### config.mk
export PLATFORM = sky130hd
export DESIGN_NAME = imm_gen_pipe
export DESIGN_NICKNAME = d
export VERILOG_FILES = /design/src/rtl/imm_gen_pipe.sv
export SDC_FILE = /design/constraint.sdc
export NUM_CORES = 1
export LEC_CHECK = 0
export CAP_MARGIN = 20
export CELL_PAD_IN_SITES_DETAIL_PLACEMENT = 1
export CELL_PAD_IN_SITES_GLOBAL_PLACEMENT = 1
export CORE_MARGIN = 1
export CORE_UTILIZATION = 40
export CTS_BUF_LIST = sky130_fd_sc_hd__clkbuf_16
export DETAILED_ROUTE_END_ITERATION = 10
export PLACE_DENSITY_LB_ADDON = 0.1
export SLEW_MARGIN = 20
export SYNTH_ARGS = -nofsm -noshare
export SYNTH_HDL_FRONTEND = slang
export SYNTH_SLANG_ARGS = --single-unit
export TNS_END_PERCENT = 50
### constraint.sdc
create_clock -name clk -period 3.1 [get_ports clk]
set_clock_uncertainty 0.1 [all_clocks]
set_input_delay 0.62 -clock clk [delete_from_list [all_inputs] [get_ports clk]]
set_output_delay 0.62 -clock clk [all_outputs]
set_load 0.02 [all_outputs]
### src/rtl/imm_gen_pipe.sv
`default_nettype none
// ============================================================================
// Module      : imm_gen_pipe
// Description : Decode-stage immediate generator for RV32/RV64. Extracts the
//               U/B/J/I/S/ZIMM/SHAMT immediate from a raw instruction word,
//               extends it to XLEN and presents it behind a valid/ready
//               handshake with a 2-entry skid buffer (output register plus
//               one skid register), so in_ready never depends on out_ready
//               combinationally.
// Ports       : clk, rst_n (async, active low), flush (sync drop of all
//               entries); in_valid/in_ready/in_instr/in_fmt upstream;
//               out_valid/out_ready/out_imm/out_err downstream.
// Revision    : 1.0 - initial release
// ============================================================================
module imm_gen_pipe #(
    parameter int XLEN    = 64,
    parameter int SHAMT_W = (XLEN == 64) ? 6 : 5
) (
    input  logic            clk,
    input  logic            rst_n,
    input  logic            flush,
    input  logic            in_valid,
    output logic            in_ready,
    input  logic [31:0]     in_instr,
    input  logic [2:0]      in_fmt,
    output logic            out_valid,
    input  logic            out_ready,
    output logic [XLEN-1:0] out_imm,
    output logic            out_err
);

    localparam logic [2:0] c_fmt_none  = 3'd0;
    localparam logic [2:0] c_fmt_u     = 3'd1;
    localparam logic [2:0] c_fmt_b     = 3'd2;
    localparam logic [2:0] c_fmt_j     = 3'd3;
    localparam logic [2:0] c_fmt_i     = 3'd4;
    localparam logic [2:0] c_fmt_s     = 3'd5;
    localparam logic [2:0] c_fmt_zimm  = 3'd6;
    localparam logic [2:0] c_fmt_shamt = 3'd7;

    typedef enum logic [1:0] {
        S_EMPTY = 2'd0,
        S_ONE   = 2'd1,
        S_TWO   = 2'd2
    } state_t;

    state_t          r_state;
    state_t          w_state_nxt;
    logic [XLEN-1:0] r_out_imm;
    logic            r_out_err;
    logic [XLEN-1:0] r_skid_imm;
    logic            r_skid_err;
    logic [XLEN-1:0] w_imm;
    logic            w_err;
    logic            w_accept;
    logic            w_drain;
    logic            w_load_out_new;
    logic            w_load_out_skid;
    logic            w_load_skid;

    // The opcode field never contributes to any immediate.
    logic w_unused_opcode;
    assign w_unused_opcode = ^in_instr[6:0];

    // ------------------------------------------------------------------
    // Immediate extraction. Casting a signed operand to XLEN sign-extends;
    // casting an unsigned operand zero-extends.
    // ------------------------------------------------------------------
    always_comb begin
        w_imm = '0;
        w_err = 1'b0;
        case (in_fmt)
            c_fmt_u:
                w_imm = XLEN'($signed({in_instr[31:12], 12'b0}));
            c_fmt_b:
                w_imm = XLEN'($signed({in_instr[31], in_instr[7], in_instr[30:25],
                                       in_instr[11:8], 1'b0}));
            c_fmt_j:
                w_imm = XLEN'($signed({in_instr[31], in_instr[19:12], in_instr[20],
                                       in_instr[30:21], 1'b0}));
            c_fmt_i:
                w_imm = XLEN'($signed(in_instr[31:20]));
            c_fmt_s:
                w_imm = XLEN'($signed({in_instr[31:25], in_instr[11:7]}));
            c_fmt_zimm:
                w_imm = XLEN'(in_instr[19:15]);
            c_fmt_shamt: begin
                w_imm = XLEN'(in_instr[20 +: SHAMT_W]);
                // On RV32 a shift amount of 32 or more is illegal.
                w_err = (XLEN == 32) && in_instr[25];
            end
            c_fmt_none: begin
                w_imm = '0;
                w_err = 1'b1;
            end
            default: begin
                w_imm = '0;
                w_err = 1'b1;
            end
        endcase
    end

    // ------------------------------------------------------------------
    // Occupancy FSM. Handshake outputs decode straight from the state
    // register, so in_ready has no path from out_ready.
    // ------------------------------------------------------------------
    assign in_ready  = (r_state != S_TWO);
    assign out_valid = (r_state != S_EMPTY);
    assign w_accept  = in_valid && in_ready;
    assign w_drain   = out_valid && out_ready;

    always_ff @(posedge clk or negedge rst_n) begin
        if (!rst_n) begin
            r_state <= S_EMPTY;
        end else begin
            r_state <= w_state_nxt;
        end
    end

    always_comb begin
        w_state_nxt     = r_state;
        w_load_out_new  = 1'b0;
        w_load_out_skid = 1'b0;
        w_load_skid     = 1'b0;
        if (flush) begin
            // Flush wins over any same-cycle accept or drain.
            w_state_nxt = S_EMPTY;
        end else begin
            case (r_state)
                S_EMPTY: begin
                    if (w_accept) begin
                        w_load_out_new = 1'b1;
                        w_state_nxt    = S_ONE;
                    end
                end
                S_ONE: begin
                    if (w_accept && w_drain) begin
                        w_load_out_new = 1'b1;
                    end else if (w_accept) begin
                        w_load_skid = 1'b1;
                        w_state_nxt = S_TWO;
                    end else if (w_drain) begin
                        w_state_nxt = S_EMPTY;
                    end
                end
                S_TWO: begin
                    if (w_drain) begin
                        w_load_out_skid = 1'b1;
                        w_state_nxt     = S_ONE;
                    end
                end
                default: begin
                    w_state_nxt = S_EMPTY;
                end
            endcase
        end
    end

    // ------------------------------------------------------------------
    // Data registers: only written on an explicit load, so a stalled
    // output stays stable and nothing undefined leaks out.
    // ------------------------------------------------------------------
    always_ff @(posedge clk or negedge rst_n) begin
        if (!rst_n) begin
            r_out_imm  <= '0;
            r_out_err  <= 1'b0;
            r_skid_imm <= '0;
            r_skid_err <= 1'b0;
        end else begin
            if (w_load_out_new) begin
                r_out_imm <= w_imm;
                r_out_err <= w_err;
            end else if (w_load_out_skid) begin
                r_out_imm <= r_skid_imm;
                r_out_err <= r_skid_err;
            end
            if (w_load_skid) begin
                r_skid_imm <= w_imm;
                r_skid_err <= w_err;
            end
        end
    end

    assign out_imm = r_out_imm;
    assign out_err = r_out_err;

endmodule
`default_nettype wire

# Word level (Yosys, flattened, before mapping)
# Cells that the tools add are included.
[word_totals]
register_bits = 132
input_bits = 40
elab_cells = 50
[classes]
eq_ne = 14
n_mux = 23
reduce_logical = 8
[ops]
columns = ["op", "count"]
rows = [
  ["64-bit one-hot mux with 8 select lines", 1],
  ["64-bit two-way mux", 2],
  ["3-bit equality test (second input constant)", 4],
  ["1-bit two-way mux", 12],
  ["2-bit two-way mux", 6],
  ["3-bit != test (second input constant)", 3],
  ["3-bit by 2-bit equality test with 1-bit output (second input constant)", 2],
  ["2-bit one-hot mux with 3 select lines", 1],
  ["4-bit != test (second input constant)", 1],
  ["4-bit AND reduction", 1],
  ["2-bit nonzero test", 2],
  ["3-bit by 1-bit equality test with 1-bit output (second input constant)", 1],
  ["1-bit logical AND", 3],
  ["3-bit logical NOT", 1],
  ["2-bit by 1-bit equality test with 1-bit output (second input constant)", 1],
  ["2-bit equality test (second input constant)", 1],
  ["2-bit logical NOT", 1],
  ["2-bit != test (second input constant)", 1],
  ["1-bit one-hot mux with 2 select lines", 1],
]

# Depth between registers and ports, before layout
[depth]
word_depth = 7
depth_mapped = 5

# Worst setup path after synthesis
# No wires, ideal clock.
[synth_path]
kind = "flip-flop to output port"
startpoint = "register out_imm[62] (netlist name)"
endpoint = "output port out_imm[32]"
arrival_time_ns = 1.174
path_slack_ns = 1.206
stages_incl_launch_ff = 2
n_path_buf = 1
path_cell_list = "dfrtp_1 > buf_4"
[synth_rtl]
columns = ["element", "line_no", "rtl"]
rows = [
  ["end, declared", "28", "output logic [XLEN-1:0] out_imm,"],
]

==> out/qor.txt <==
===============================================================================================
Aggregate routed wire length                                                           10.18 mm
All-layer global routing usage                                                           22.09%
Synthesized instance count                                                                  345
Slew of the pin with the lowest slew margin                                           0.8778 ns
Number of design-rule violations left by the first detailed-router iteration                 64
Post_cts resized                                                                              0
Most instantiated flip-flop cell in the synthesis netlist                          sky130_fd_sc_hd__dfrtp_1
Max-slew violations                                                                           0
Flop2flop setup slack                                                                   1.05 ns
Cell area after synthesis                                                              3757 um2
Leakage Power                                                                          2.050 nW
Max H-tree Level                                                                              3
Class of the tightest hold or removal check                                            in2async
Setup Viol. Count Final                                                                       0
Cell type group with the largest total delay on the critical path                    flip-flops
Router iterations before antenna repair                                                       4
Final estimated routing congestion in global placement                                   0.7751
Simple-gate area share of the yosys netlist                                              8.159%
Share of the synthesized area in the top cell type                                       45.29%
Layout overhead on the synthesized area                                                  30.97%
Synthesis Warnings                                                                            0
Portion of the clock cycle consumed by the worst path in the final layout                87.41%
Placeable Area                                                                         9153 um2
Post-route setup TNS                                                                       0 ns
Layout cells sized above 1                                                               10.00%
CP Data Required Time                                                                   2.38 ns
Arrival time at the worst endpoint                                                      1.99 ns
Post-DR vias/cell                                                                         5.543
Global-route wire length before repair                                                 16.60 mm
Pin count of the biggest net entering global routing                                         36
Clock network latency to the later pin of the worst-skew pair                           0.33 ns
CTS Hold Bufs                                                                                 0
Initial standard-cell utilization of the core                                            41.05%
Num ports                                                                                   107
Synthesized-area fraction occupied by adder cells                                            0%
Post-synthesis compound-gate area fraction                                               15.85%
Post-synthesis cell type with the largest combined area                            sky130_fd_sc_hd__dfrtp_1
Yosys cell types                                                                             44
Number of violations of the max-capacitance limit                                             0
Fmax                                                                                 0.3690 GHz
Layout Nets                                                                                 445
Startpoint kind of the worst setup timing path                                             flop
Total power divided by cell area                                                   678.4 nW/um2
Xor/xnor cell area share of the yosys netlist                                           0.2331%
Clock Root Buffer                                                                  sky130_fd_sc_hd__clkbuf_16
Half-perimeter wire length after detailed placement                                    6.904 mm
Number of setup buffers added after CTS                                                       0
Clock buffer depth                                                                            2
Average wire per standard cell                                                         19.54 um
Detailed-route via count                                                                  2,888
Synth Register Bits                                                                          68
Met3 routed WL                                                                           247 um
Total global routing overflow                                                                 0
Worst slew margin                                                                        41.48%
Largest family of logic cells by synthesized area                                  multiplexers
Antenna violation net count after detailed routing                                            0
Async set-reset flop share out of synthesis                                              100.0%
Width of the die                                                                       98.92 um
Largest cells by area after synthesis                                              sky130_fd_sc_hd__dfrtp_1 (45%), sky130_fd_sc_hd__mux2i_1 (17%), sky130_fd_sc_hd__buf_4 (6.8%)
Kind of end point of the critical path                                               output pin
Critical Path Max Stage Delay                                                           0.90 ns
Final critical path time including I/O delays and setup                                2.710 ns
Final hold violations                                                                         0
Area enclosed by the die boundary                                                      9785 um2
Final Util                                                                               53.77%
Setup CP Type                                                                           reg2out
Mux contribution to synthesized area                                                     18.88%
Number of clock sinks                                                                        68
CP bufs+invs                                                                                  1
Most common cell after layout, fill and taps aside                                 sky130_fd_sc_hd__clkdlybuf4s50_1
TritonCTS clock tree                                                                       done
Run status                                                                         finished, final reports clean
Row count                                                                                    35
Met1 layer wirelength in the final routing                                             5.091 mm
Remaining design rule violation count                                                         0
Top sig layer                                                                              met4
Maximum fanout along the worst path                                                          34
Portion of the post-synthesis area used by sequential elements                           45.29%
Number of global-route vias before repair                                                 3,046
Count of fill cells added during filler insertion                                           981
Number of enable-type register cells in the synthesized netlist                               0
Net count after synthesis                                                                   385
Y dimension of the die                                                                 98.92 um
Ordered cell list for the critical path                                            clkdlybuf4s50_1
Clock input transition at the sequential cells of the worst setup and hold paths        0.06 ns
Total CTS buffers                                                                             9
Met2 Routed Length                                                                     4.686 mm
Slowest CP cell                                                                    sky130_fd_sc_hd__dfrtp_1
Port buffer count                                                                            99
Antenna diode count                                                                           0
Number of antenna violations at the first check in global routing                             0
Highest-count cells in the layout ignoring fill and taps                           sky130_fd_sc_hd__clkdlybuf4s50_1 (98), sky130_fd_sc_hd__dfrtp_1 (68), sky130_fd_sc_hd__mux2i_1 (63)
Peak supply drop                                                                       371.5 uV
Average size of a mapped cell                                                         10.89 um2
RSZ-0062 raised after global routing                                                         no
===============================================================================================
## layout make-up
class / count / area, um2 / share of cell area (%)
well taps: 111 / 138.9 / 2.822
repair buffers: 111 / 1114 / 22.63
multi-input cells: 213 / 1620 / 32.93
flip-flops and latches: 68 / 1702 / 34.58
clock inverters: 7 / 113.9 / 2.314
clock buffers: 9 / 225.2 / 4.577
inverters: 2 / 7.507 / 0.1526
## cells by family (layout without fill, tap and decap cells)
| family | after synthesis | in the layout |
|---|---|---|
| AO/OA/AOI/OAI | 96 | 96 |
| multiplexers | 70 | 70 |
| flip-flops | 68 | 68 |
| buffers and inverters | 64 | 129 |
| AND/OR/NAND/NOR | 46 | 46 |
| XOR/XNOR | 1 | 1 |
## where the power goes
part	switching, W	internal, W
Combinational	0.000493	0.000475
Clock	0.000398	0.000783
Sequential	0.000120	0.00107
## cell usage after synthesis, types with 2 or more instances
cell type,number
sky130_fd_sc_hd__mux2i_1,63
sky130_fd_sc_hd__buf_1,2
sky130_fd_sc_hd__and3b_1,2
sky130_fd_sc_hd__o21ai_0,37
sky130_fd_sc_hd__mux2_2,7
sky130_fd_sc_hd__a22oi_1,5
sky130_fd_sc_hd__nand2_1,8
sky130_fd_sc_hd__nor4_1,7
sky130_fd_sc_hd__a211oi_1,9
sky130_fd_sc_hd__buf_4,34
sky130_fd_sc_hd__and3_1,4
sky130_fd_sc_hd__a311oi_1,11
sky130_fd_sc_hd__nand2b_1,2
sky130_fd_sc_hd__nor4bb_1,5
sky130_fd_sc_hd__a2bb2oi_1,4
sky130_fd_sc_hd__inv_1,2
sky130_fd_sc_hd__buf_2,10
sky130_fd_sc_hd__clkbuf_1,9
sky130_fd_sc_hd__nor2_1,2
sky130_fd_sc_hd__dfrtp_1,68
sky130_fd_sc_hd__a32oi_1,4
sky130_fd_sc_hd__o21ai_1,22
sky130_fd_sc_hd__buf_6,5
sky130_fd_sc_hd__nor2b_1,3
## flip-flops by register name, summed over array words and instances, names as in the netlist
signal and cells:
r_skid_imm 32, r_state 2, r_skid_err 1, out_err 1
out_imm 32
## per-stage QoR
stage	cells	total power (W)	cell area, um2	hold WS, ns	worst slack (ns)
after global routing	521	0.003496	4921	0.3671	0.2486
after detailed placement	505	0.002177	4582	0.3975	0.3579
after global placement	505	0.002149	4582	0.3842	0.3982
after floorplan	345	0.001795	3757	0.2244	1.206
after CTS	521	0.003365	4921	0.3284	0.3460
final	521	0.003339	4921	0.2977	0.3902
## per-layer routing
layer  up-vias  global-route usage, %
met1      1447                  31.47
met5         -                      0
met3        14                  4.397
met4         0                  5.855
li1       1363                      -
met2        64                  34.32
## path summary, 6_finish.rpt
kind                                start             end  cells after the start
max in group asynchronous           rst_n     out_imm[17]                      2
hold / removal                      rst_n     out_imm[14]                      1
setup / recovery              out_imm[62]     out_imm[31]                      1
hold reg to reg            r_skid_imm[28]  r_skid_imm[28]                      2
min in group clk           r_skid_imm[28]  r_skid_imm[28]                      2
setup reg to reg               r_state[1]  r_skid_imm[62]                      4
(Power assumes the default switching activity.)
